`src/rtl/led_seq_pkg.sv`:
```
// Shared state type, default parameter values and width helper for the LED trigger sequencer.
package led_seq_pkg;

  typedef enum logic [1:0] {
    StIdle    = 2'd0,
    StFire    = 2'd1,
    StWaitEnd = 2'd2,
    StGap     = 2'd3
  } seq_state_e;

  localparam int unsigned DefDebounceCycles = 16;
  localparam int unsigned DefMaxPending     = 7;
  localparam int unsigned DefCntW           = 3;
  localparam int unsigned DefGapCycles      = 4;
  localparam int unsigned DefTimeoutCycles  = 4096;

  // Bits needed for a counter that runs 0 .. n-1.
  function automatic int unsigned cnt_width(input int unsigned n);
    return (n <= 32'd2) ? 1 : $clog2(n);
  endfunction

endpackage

```
`src/rtl/btn_debouncer.sv`:
```
// Raw button -> 2-flop synchronizer -> stability debounce -> one-cycle rising-edge press.
module btn_debouncer
  import led_seq_pkg::*;
#(
  parameter int unsigned DebounceCycles = DefDebounceCycles
) (
  input  logic clk,
  input  logic reset,
  input  logic btn_i,
  output logic press_o
);

  localparam int unsigned   DbW    = cnt_width(DebounceCycles);
  localparam logic [DbW-1:0] DbLast = DbW'(DebounceCycles - 1);

  logic           sync1_q;
  logic           btn_s_q;
  logic           btn_clean_q;
  logic           clean_prev_q;
  logic [DbW-1:0] db_cnt_q;

  always_ff @(posedge clk) begin
    if (reset) begin
      sync1_q      <= 1'b0;
      btn_s_q      <= 1'b0;
      btn_clean_q  <= 1'b0;
      clean_prev_q <= 1'b0;
      db_cnt_q     <= '0;
    end else begin
      sync1_q      <= btn_i;
      btn_s_q      <= sync1_q;
      clean_prev_q <= btn_clean_q;
      // Any cycle where the synced input agrees with the clean level restarts the count.
      if (btn_s_q == btn_clean_q) begin
        db_cnt_q <= '0;
      end else if (db_cnt_q == DbLast) begin
        btn_clean_q <= btn_s_q;
        db_cnt_q    <= '0;
      end else begin
        db_cnt_q <= db_cnt_q + 1'b1;
      end
    end
  end

  assign press_o = btn_clean_q & ~clean_prev_q;

endmodule

```
`src/rtl/led_trigger_sequencer.sv`:
```
// Queues debounced button presses and fires one led_on per press, pacing against led_end.
// Optional WAIT_END watchdog enabled by defining LED_TIMEOUT_EN.
module led_trigger_sequencer
  import led_seq_pkg::*;
#(
  parameter int unsigned DebounceCycles = DefDebounceCycles,
  parameter int unsigned MaxPending     = DefMaxPending,
  parameter int unsigned CntW           = DefCntW,
  parameter int unsigned GapCycles      = DefGapCycles,
  parameter int unsigned TimeoutCycles  = DefTimeoutCycles
) (
  input  logic            clk,
  input  logic            reset,
  input  logic            btn,
  input  logic            led_end,
  output logic            led_on,
  output logic            busy,
  output logic [CntW-1:0] pending,
  output logic            overflow,
  output logic            timeout_err
);

  localparam int unsigned    GapW    = cnt_width(GapCycles);
  localparam logic [GapW-1:0] GapLast = GapW'(GapCycles - 1);
  localparam logic [CntW-1:0] PendMax = CntW'(MaxPending);

  logic            press;
  logic            dequeue;
  seq_state_e      state_q;
  logic [CntW-1:0] pending_q;
  logic            led_on_q;
  logic            busy_q;
  logic            overflow_q;
  logic [GapW-1:0] gap_cnt_q;

  btn_debouncer #(
    .DebounceCycles(DebounceCycles)
  ) u_debouncer (
    .clk    (clk),
    .reset  (reset),
    .btn_i  (btn),
    .press_o(press)
  );

  assign dequeue = (state_q == StIdle) && (pending_q != '0);

  // Simultaneous press and dequeue cancel out, so a full queue cannot overflow then.
  always_ff @(posedge clk) begin
    if (reset) begin
      pending_q  <= '0;
      overflow_q <= 1'b0;
    end else begin
      overflow_q <= 1'b0;
      case ({press, dequeue})
        2'b10: begin
          if (pending_q == PendMax) overflow_q <= 1'b1;
          else                      pending_q  <= pending_q + 1'b1;
        end
        2'b01:   pending_q <= pending_q - 1'b1;
        default: ;
      endcase
    end
  end

`ifdef LED_TIMEOUT_EN
  localparam int unsigned    TmoW    = cnt_width(TimeoutCycles);
  localparam logic [TmoW-1:0] TmoLast = TmoW'(TimeoutCycles - 1);

  logic [TmoW-1:0] tmo_cnt_q;
  logic            timeout_q;

  assign timeout_err = timeout_q;
`else
  logic unused_timeout;

  assign unused_timeout = ^TimeoutCycles;
  assign timeout_err    = 1'b0;
`endif

  always_ff @(posedge clk) begin
    if (reset) begin
      state_q   <= StIdle;
      led_on_q  <= 1'b0;
      busy_q    <= 1'b0;
      gap_cnt_q <= '0;
`ifdef LED_TIMEOUT_EN
      tmo_cnt_q <= '0;
      timeout_q <= 1'b0;
`endif
    end else begin
      led_on_q <= 1'b0;
`ifdef LED_TIMEOUT_EN
      timeout_q <= 1'b0;
`endif
      case (state_q)
        StIdle: begin
          if (dequeue) begin
            state_q  <= StFire;
            led_on_q <= 1'b1;
            busy_q   <= 1'b1;
          end
        end
        StFire: begin
          state_q <= StWaitEnd;
`ifdef LED_TIMEOUT_EN
          tmo_cnt_q <= '0;
`endif
        end
        StWaitEnd: begin
          gap_cnt_q <= '0;
          if (led_end) begin
            state_q <= StGap;
          end
`ifdef LED_TIMEOUT_EN
          else if (tmo_cnt_q == TmoLast) begin
            state_q   <= StGap;
            timeout_q <= 1'b1;
          end else begin
            tmo_cnt_q <= tmo_cnt_q + 1'b1;
          end
`endif
        end
        StGap: begin
          if (gap_cnt_q == GapLast) begin
            state_q <= StIdle;
            busy_q  <= 1'b0;
          end else begin
            gap_cnt_q <= gap_cnt_q + 1'b1;
          end
        end
        default: state_q <= StIdle;
      endcase
    end
  end

  assign led_on   = led_on_q;
  assign busy     = busy_q;
  assign pending  = pending_q;
  assign overflow = overflow_q;

endmodule

```
`config.mk`:
```
export PLATFORM = sky130hd
export DESIGN_NAME = led_trigger_sequencer
export DESIGN_NICKNAME = d
export VERILOG_FILES = /design/src/rtl/led_seq_pkg.sv /design/src/rtl/btn_debouncer.sv /design/src/rtl/led_trigger_sequencer.sv
export SDC_FILE = /design/constraint.sdc
export NUM_CORES = 1
export LEC_CHECK = 0
export CORE_MARGIN = 2
export CORE_UTILIZATION = 45
export DETAILED_ROUTE_END_ITERATION = 8
export PLACE_DENSITY = 0.65
export SLEW_MARGIN = 20
export SYNTH_ARGS = -nofsm -noshare
export SYNTH_HDL_FRONTEND = slang
export SYNTH_HIERARCHICAL = 1
export SYNTH_SLANG_ARGS = --single-unit
```
`constraint.sdc`:
```
create_clock -name clk -period 4.7 [get_ports clk]
set_clock_uncertainty 0.05 [all_clocks]
set_input_delay 0.94 -clock clk [delete_from_list [all_inputs] [get_ports clk]]
set_output_delay 0.94 -clock clk [all_outputs]
set_load 0.01 [all_outputs]
```
==> results.yml, run 1 <==
status:
  status: "finished clean"
synth:
  synth_cells: 100
  synth-xor-area-share: 0.03718
  synth_area_leaders: "dfxtp_1 (38%), ha_1 (8.0%), nor2_1 (6.4%), mux2i_1 (4.2%), inv_1 (4.0%)"
  synth_top_family_by_area: "simple AND/OR/NAND/NOR gates"
  synth.net_count: 111
  ys_types: 36
  syn_avg_cell_area_sq_um: 9.422
  synthAdderAreaFrac: 0.1009
  synthSimpleGateAreaFrac: 0.1859
  synth_top_area_share: 0.3825
  synth_area_sq_um: 942.2
  synth_top_area_cell: "dfxtp_1"
  synth_mux_area_frac: 0.05843
  seq_area_frac_synth: 0.3825
  synth_compound_area_frac: 0.1434
  yosysWarnings: 6
  ys_ff_latch: 18
sta:
  setup-tns-final_ns: 0
  slew_headroom: 0.6342
  hold_violations: 0
  fmax_mhz: 411.1
  period_minus_slack_ns: 2.432
  slew_viol_final: 0
  rsz0062_at_grt: "false"
  setup_violations: 0
  fin_crit_sh: 0.5175
  worst_pin_slew_ns: 0.5470
clock_tree:
  postCtsResizedCells: 0
  cts-root-buf: "clkbuf_4"
  clkSinkCount: 18
  post_cts_buffers: 0
  tritoncts: "done"
  cts-hold-fix-buffers: 0
  clkTransAtPathRegs_ns: 0.10
  insertion_delay_ns: 0.29
  clock_path_buffers: 2
  cts_buffers: 3
  htree_levels: 1
setup_path:
  crit_required_ns: 3.71
  path_buf_inv: 1
  cp_slowest_cell: "clkdlybuf4s50_1"
  critPathTopFamily: "buffers and inverters"
  crit_path_start_kind: "flip-flop"
  cp-end-kind: "primary output"
  cpPeakStageDelay_ns: 0.61
  cp_max_fo: 10
  cp-startpoint: "pending[2]$_SDFFE_PP0P_"
  timing.rr.start: "state_q[0]$_SDFFE_PP0P_"
  arrival_ns: 1.44
  crit_chain: "clkdlybuf4s50_1"
  criticalPathCategory: "flip-flop to primary output"
global_route:
  grt_pass1_vias: 694
  globalRouteOverflowTotal: 0
  grt_start_max_net_pins: 16
  gr-usage-all-layers: 0.1463
  grt_pass1_wl_mm: 2.815
  antenna_found_initial: 0
cells_and_area:
  stdcell_area_sq_um: 1057
  drive_gt1_frac: 0.1204
  register_area_sq_um: 360.3
  n_antenna_cell: 0
  final_net_count: 120
  post-route-util: 0.5389
  multi_input_area_sq_um: 499.2
  area_delta_synth_final_pct: 12.22
  fillers: 198
drt:
  num_vias: 688
  drtPass1Iterations: 4
  drc: 0
  postRouteAntennaNets: 0
  totalWireLength_mm: 1.502
  wl_per_cell_um: 11.13
  drtIter0Drc: 9
  viasPerCell: 5.096
pwr:
  p_per_area_nw_per_um2: 466.3
  total_leakage_power_nw: 0.4317
  peakVddDrop_v: 0.0002817
floorplan:
  die-area_sq_um: 2476
  die_h_um: 49.76
  start_util: 0.4802
  dieWidth_um: 49.76
  coreArea_sq_um: 1962
  num_rows: 16
  io_pins: 11
placed_design:
  dp_hpwl_mm: 1.134
  gp_congestion: 0.7768
  port_buffers: 9
  dpl_cell_area_sq_um: 1021
flow_run:
  maxCapViolations: 0
worst_hold_path:
  min_path_type: "flip-flop to flip-flop"
  hp-start: "u_debouncer/db_cnt_q[0]$_SDFF_PP0_"
-- cell type report --
type / count / share of cell area
Inverter: 10 / 0.03550
Tap cell: 27 / 0.03195
Multi-Input combinational cell: 67 / 0.4722
Sequential cell: 18 / 0.3408
Timing Repair Buffer: 9 / 0.08521
Clock buffer: 4 / 0.03432
-- cell families after synthesis --
logic type,count (synthesis)
AOI/OAI and AO/OA,17
xor gates and xnor gates,4
adders and majority gates,7
buffers and inverters,15
DFF,18
muxes,5
other,1
and+or+nand+nor,33
-- path summary, 6_finish.rpt --
kind / depth (start not counted) / slack, ns / end
max: 1 / 2.27 / pending[2]
min: 1 / 0.40 / u_debouncer/db_cnt_q[0]$_SDFF_PP0_
max reg2reg: 9 / 2.29 / pending[2]$_SDFFE_PP0P_
min reg2reg: 1 / 0.40 / u_debouncer/db_cnt_q[0]$_SDFF_PP0_
-- sequential cells by signal, summed over array words and instances, names as in the netlist --
register	cells
u_debouncer/btn_clean_q	1
u_debouncer/db_cnt_q	4
u_debouncer/btn_s_q	1
overflow	1
led_on	1
u_debouncer/clean_prev_q	1
gap_cnt_q	2
state_q	2
busy	1
pending	3
u_debouncer/sync1_q	1
-- power by group --
group          leakage [nW]  switching (mW)  internal, mW  total [mW]
clock network        0.0210          0.0481        0.0472      0.0953
registers             0.147          0.0223         0.173       0.196
logic                 0.264          0.0975         0.104       0.202
-- layer usage --
layer  track usage  part of all wire  up-vias
met3       0.05152             0.053        0
met5             0                 0        -
met1        0.1594              0.45      330
li1              -                 -      344
met4       0.04167                 0        0
met2        0.2644              0.49       14
-- cell usage after synthesis, drive strengths merged --
| library cell | count |
|---|---|
| nor3 | 2 |
| nor2b | 5 |
| clkbuf | 1 |
| xnor2 | 3 |
| a211oi | 2 |
| nand3b | 1 |
| mux2i | 4 |
| o21ai | 4 |
| a22oi | 2 |
| nand3 | 1 |
| o21a | 1 |
| nor3b | 1 |
| nor4 | 1 |
| buf | 4 |
| ha | 6 |
| conb | 1 |
| xor2 | 1 |
| a311oi | 1 |
| dfxtp | 18 |
| nand2 | 3 |
| a21oi | 3 |
| a21o | 1 |
| o31ai | 1 |
| a221oi | 1 |
| nor2 | 16 |
| or3 | 1 |
| o221a | 1 |
| or2 | 1 |
| and3 | 1 |
| inv | 10 |
| fa | 1 |
| mux2 | 1 |
-- placed cells by master (no fill, tap or decap), drive strengths merged --
cell,n
xor2,1
a311oi,1
nor2,16
clkdlybuf4s50,9
o31ai,1
mux2i,4
nor2b,5
nor3,2
conb,1
o21ai,4
a211oi,2
nand3b,1
or2,1
a21oi,3
or3,1
o21a,1
a22oi,2
nor3b,1
o221a,1
fa,1
mux2,1
nor4,1
clkbuf,4
a221oi,1
a21o,1
inv,10
nand3,1
dfxtp,18
nand2,3
and3,1
ha,6
xnor2,3
-- per-stage QoR --
step | instances | setup WS, ns | power, mW | hold WS [ns]
after floorplan | 100 | 2.639 | 0.3624 | 0.3638
after global placement | 131 | 2.338 | 0.3954 | 0.3671
after detailed placement | 131 | 2.319 | 0.4024 | 0.3778
after CTS | 135 | 2.253 | 0.4982 | 0.4118
after global routing | 135 | 2.095 | 0.5325 | 0.4245
final | 135 | 2.268 | 0.4930 | 0.4018
Power figures use the tool's default switching activity.
==> run 2, diff against run 1 <==
Settings changed: PLACE_DENSITY 0.65 to 0.68.
Clock period 4.7 ns to 2.18 ns, I/O delays scaled along.
==> results.yml, run 2 (same netlist as run 1, synthesis figures left out) <==
global_route:
  grt_pass1_wl_mm: 2.635
  grtUsageMet3: 0.04242
  grt_pass1_vias: 684
  grt.busiest_layer: "met2"
  globalRouteOverflowTotal: 0
  grt_start_max_net_pins: 11
  antenna_found_initial: 0
  grt_use_met2: 0.2444
  gr-usage-all-layers: 0.1401
  grt_util_met1: 0.1543
pwr:
  peakVddDrop_v: 0.0005698
  p_per_area_nw_per_um2: 977.5
  total_leakage_power_nw: 0.4631
floorplan:
  start_util: 0.4802
  die-area_sq_um: 2476
  io_pins: 11
  coreArea_sq_um: 1962
  die_h_um: 49.76
  num_rows: 16
  dieWidth_um: 49.76
sta:
  setup_violations: 0
  fmax_mhz: 489.5
  worst_slack_ns: 0.1370
  slew_viol_final: 0
  period_minus_slack_ns: 2.043
  fin_crit_sh: 0.9372
  whs_ns: 0.3962
  hold_violations: 0
drt:
  drtIter0Drc: 6
  totalWireLength_mm: 1.543
  drtPass1Iterations: 4
  drc: 0
  num_vias: 697
  postRouteAntennaNets: 0
  viasPerCell: 4.943
  wl_per_cell_um: 10.94
cells_and_area:
  multi_input_area_sq_um: 506.7
  final_net_count: 126
  area_delta_synth_final_pct: 17.79
  top_register: "u_debouncer/db_cnt_q"
  n_antenna_cell: 0
  register_area_sq_um: 360.3
  drive_gt1_frac: 0.1842
  largest_reg_flops: 4
  fillers: 187
  final_common_cell: "dfxtp_1"
  final_cell_mix: "dfxtp_1 (18), nor2_1 (16), inv_1 (10)"
setup_path:
  path_buf_inv: 2
  crit_path_start_kind: "flip-flop"
  cpPeakStageDelay_ns: 0.37
  cp_slowest_cell: "fa_2"
  critPathTopFamily: "adder cells"
  criticalPathCategory: "flip-flop to flip-flop"
  crit_required_ns: 2.31
  cp_max_fo: 3
  crit_chain: "inv_1 > ha_1 > o31ai_2 > or2_4 > fa_2 > nor3b_2 > buf_4 > a21o_1 > a211oi_1"
  arrival_ns: 2.17
  cp-end-kind: "flip-flop"
clock_tree:
  htree_levels: 1
  clkSinkCount: 18
  tritoncts: "done"
  insertion_delay_ns: 0.29
  clkTransAtPathRegs_ns: 0.10
  clock_path_buffers: 2
  cts-root-buf: "clkbuf_4"
  cts_buffers: 3
  cts-hold-fix-buffers: 0
placed_design:
  gp_congestion: 0.7867
  preCtsSetupSlack_ns: 0.07424
  port_buffers: 9
  dp_hpwl_mm: 1.176
flow_run:
  maxCapViolations: 0
status:
  status: "finished clean"
worst_hold_path:
  min_path_type: "flip-flop to flip-flop"
run 2: area by class of cell:
cell class                      count  share of cell area
Inverter                           10             0.03382
Timing Repair Buffer               15              0.1218
Clock buffer                        4             0.03269
Sequential cell                    18              0.3247
Tap cell                           27             0.03044
Multi-Input combinational cell     67              0.4566
run 2: worst paths after layout:
check,start,to,slack [ns],cells past startpoint
setup reg to reg,state_q[0]$_SDFFE_PP0P_,pending[2]$_SDFFE_PP0P_,0.14,9
hold / removal,u_debouncer/sync1_q$_SDFF_PP0_,u_debouncer/btn_s_q$_SDFF_PP0_,0.40,1
hold reg to reg,u_debouncer/sync1_q$_SDFF_PP0_,u_debouncer/btn_s_q$_SDFF_PP0_,0.40,1
setup / recovery,state_q[0]$_SDFFE_PP0P_,pending[2]$_SDFFE_PP0P_,0.14,9
run 2: power by group:
part	internal, mW	switching, mW
Sequential	0.374	0.0385
Clock	0.102	0.0983
Combinational	0.245	0.227
Total	0.721	0.364
run 2: routing by layer:
layer	up-vias	share of wire
met4	0	0.0084
met1	321	0.44
met3	2	0.047
met5	-	0
met2	16	0.50
li1	358	-
run 2: metrics by stage:
stage	utilization	cell area, sq um	total power [mW]	cells	setup TNS, ns
6_report	0.5657	1110	1.085	141	0
5_1_grt	0.5657	1110	1.175	141	-0.04433
4_1_cts	0.5580	1095	1.094	140	0
3_5_place_dp	0.5395	1059	0.8870	136	0
3_3_place_gp	0.5395	1059	0.8756	136	0
2_1_floorplan	-	942.2	0.7813	100	0
run 2: what timing repair did:
| action | 4_1_cts | 5_1_grt |
|---|---|---|
| hold endpoints to repair | 0 | 0 |
| setup endpoints to repair | 0 | 1 |
| buffers inserted | 0 | 1 |
| gates resized for setup | 0 | 2 |
==> run 3, diff against run 2 <==
Settings changed: DONT_BUFFER_PORTS from default to 1, PLACE_DENSITY 0.68 to 0.61.
==> results.yml, run 3 (same netlist as run 1, synthesis figures left out) <==
placed_design:
  port_buffers: 0
  gp_congestion: 0.8537
  dp_hpwl_mm: 1.168
  dp_cells: 127
  preCtsSetupSlack_ns: 0.06934
drt:
  totalWireLength_mm: 1.523
  wl_per_cell_um: 11.72
  drc: 0
  postRouteAntennaNets: 0
  viasPerCell: 4.977
  drtIter0Drc: 2
  drtPass1Iterations: 2
  num_vias: 647
flow_run:
  maxCapViolations: 0
sta:
  setup_violations: 0
  hold_violations: 0
  slew_viol_final: 0
  whs_ns: 0.1582
  rsz0062_at_grt: "false"
  setup-tns-final_ns: 0
  fin_crit_sh: 0.9334
  period_minus_slack_ns: 2.035
  fmax_mhz: 491.5
  worst_slack_ns: 0.1453
floorplan:
  die_h_um: 49.76
  die-area_sq_um: 2476
  coreArea_sq_um: 1962
  start_util: 0.4802
  dieWidth_um: 49.76
  num_rows: 16
  io_pins: 11
setup_path:
  critPathTopFamily: "adder cells"
  criticalPathCategory: "flip-flop to flip-flop"
  cp_max_fo: 3
  crit_path_start_kind: "flip-flop"
  cpPeakStageDelay_ns: 0.42
  path_buf_inv: 1
  crit_chain: "inv_1 > ha_2 > o31ai_2 > or2_4 > fa_1 > nor3b_2 > a21oi_1 > o21ai_0 > a211oi_1"
  crit_required_ns: 2.31
  arrival_ns: 2.16
  cp_slowest_cell: "fa_1"
  cp-end-kind: "flip-flop"
clock_tree:
  cts-root-buf: "clkbuf_4"
  insertion_delay_ns: 0.29
  postCtsResizedCells: 0
  cts-hold-fix-buffers: 0
  tritoncts: "done"
  clock_path_buffers: 2
  clkSinkCount: 18
  clkTransAtPathRegs_ns: 0.10
  htree_levels: 1
  post_cts_buffers: 0
  cts_buffers: 3
global_route:
  grt_pass1_wl_mm: 2.718
  grt_start_max_net_pins: 16
  grt_pass1_vias: 646
  globalRouteOverflowTotal: 0
  gr-usage-all-layers: 0.1464
  antenna_found_initial: 0
cells_and_area:
  final_cell_mix: "dfxtp_1 (18), nor2_1 (16), inv_1 (10)"
  fin_cells: 130
  top_register: "u_debouncer/db_cnt_q"
  final_common_cell: "dfxtp_1"
  fillers: 202
  drive_gt1_frac: 0.1845
  largest_reg_flops: 4
  area_delta_synth_final_pct: 5.976
  n_antenna_cell: 0
  final_net_count: 116
pwr:
  p_per_area_nw_per_um2: 994.7
  peakVddDrop_v: 0.0004974
  total_leakage_power_nw: 0.4167
status:
  status: "finished clean"
worst_hold_path:
  min_path_type: "input port to flip-flop"
==> run 3: cell count changes in the layout (fill, tap and decap cells not counted), sizes merged <==
cell / before / now
buf: 6 / 5
clkdlybuf4s50: 9 / 0
clkbuf: 4 / 3
==> run 3: worst paths after layout <==
check	endpoint	start	depth (start not counted)	slack (ns)
hold reg to reg	u_debouncer/btn_s_q$_SDFF_PP0_	u_debouncer/sync1_q$_SDFF_PP0_	1	0.39
setup / recovery	pending[2]$_SDFFE_PP0P_	state_q[0]$_SDFFE_PP0P_	9	0.15
setup reg to reg	pending[2]$_SDFFE_PP0P_	state_q[0]$_SDFFE_PP0P_	9	0.15
hold / removal	u_debouncer/btn_s_q$_SDFF_PP0_	reset	1	0.16
==> run 3: per-stage QoR <==
stage / utilization / power, mW / area (sq um)
floorplan: - / 0.7813 / 942.2
global placement: 0.4936 / 0.8295 / 968.4
global route: 0.5089 / 1.084 / 998.5
CTS: 0.5051 / 1.009 / 991.0
finish: 0.5089 / 0.9932 / 998.5
detailed placement: 0.4936 / 0.8412 / 968.4
==> run 3: worst register-to-register path, delay by kind of cell (launching register included) <==
| family | cells | cell delay, ns |
|---|---|---|
| fa+ha+maj | 2 | 0.62 |
| compound gates | 4 | 0.37 |
| simple gates | 2 | 0.45 |
| buf+inv | 1 | 0.11 |
| flops | 1 | 0.33 |
==> run 3: report_power, final <==
group | switching (mW) | total, mW | internal, mW
clock network | 0.0946 | 0.159 | 0.0642
logic | 0.213 | 0.417 | 0.204
registers | 0.0431 | 0.417 | 0.374
total | 0.350 | 0.993 | 0.643
==> run 3: metal layers <==
layer / GRT usage / share of wire / vias up
li1: - / - / 339
met1: 0.1540 / 0.44 / 294
met2: 0.2622 / 0.49 / 12
met3: 0.06364 / 0.055 / 2
met4: 0.04167 / 0.0079 / 0
met5: 0 / 0 / -
==> run 3: layout make-up <==
type	count	area, sq um	area share
clock buffers	3	22.52	0.02256
inverters	10	37.54	0.03759
multi-input cells	67	506.7	0.5075
flip-flops and latches	18	360.3	0.3609
well taps	27	33.78	0.03383
repair buffers	5	37.54	0.03759
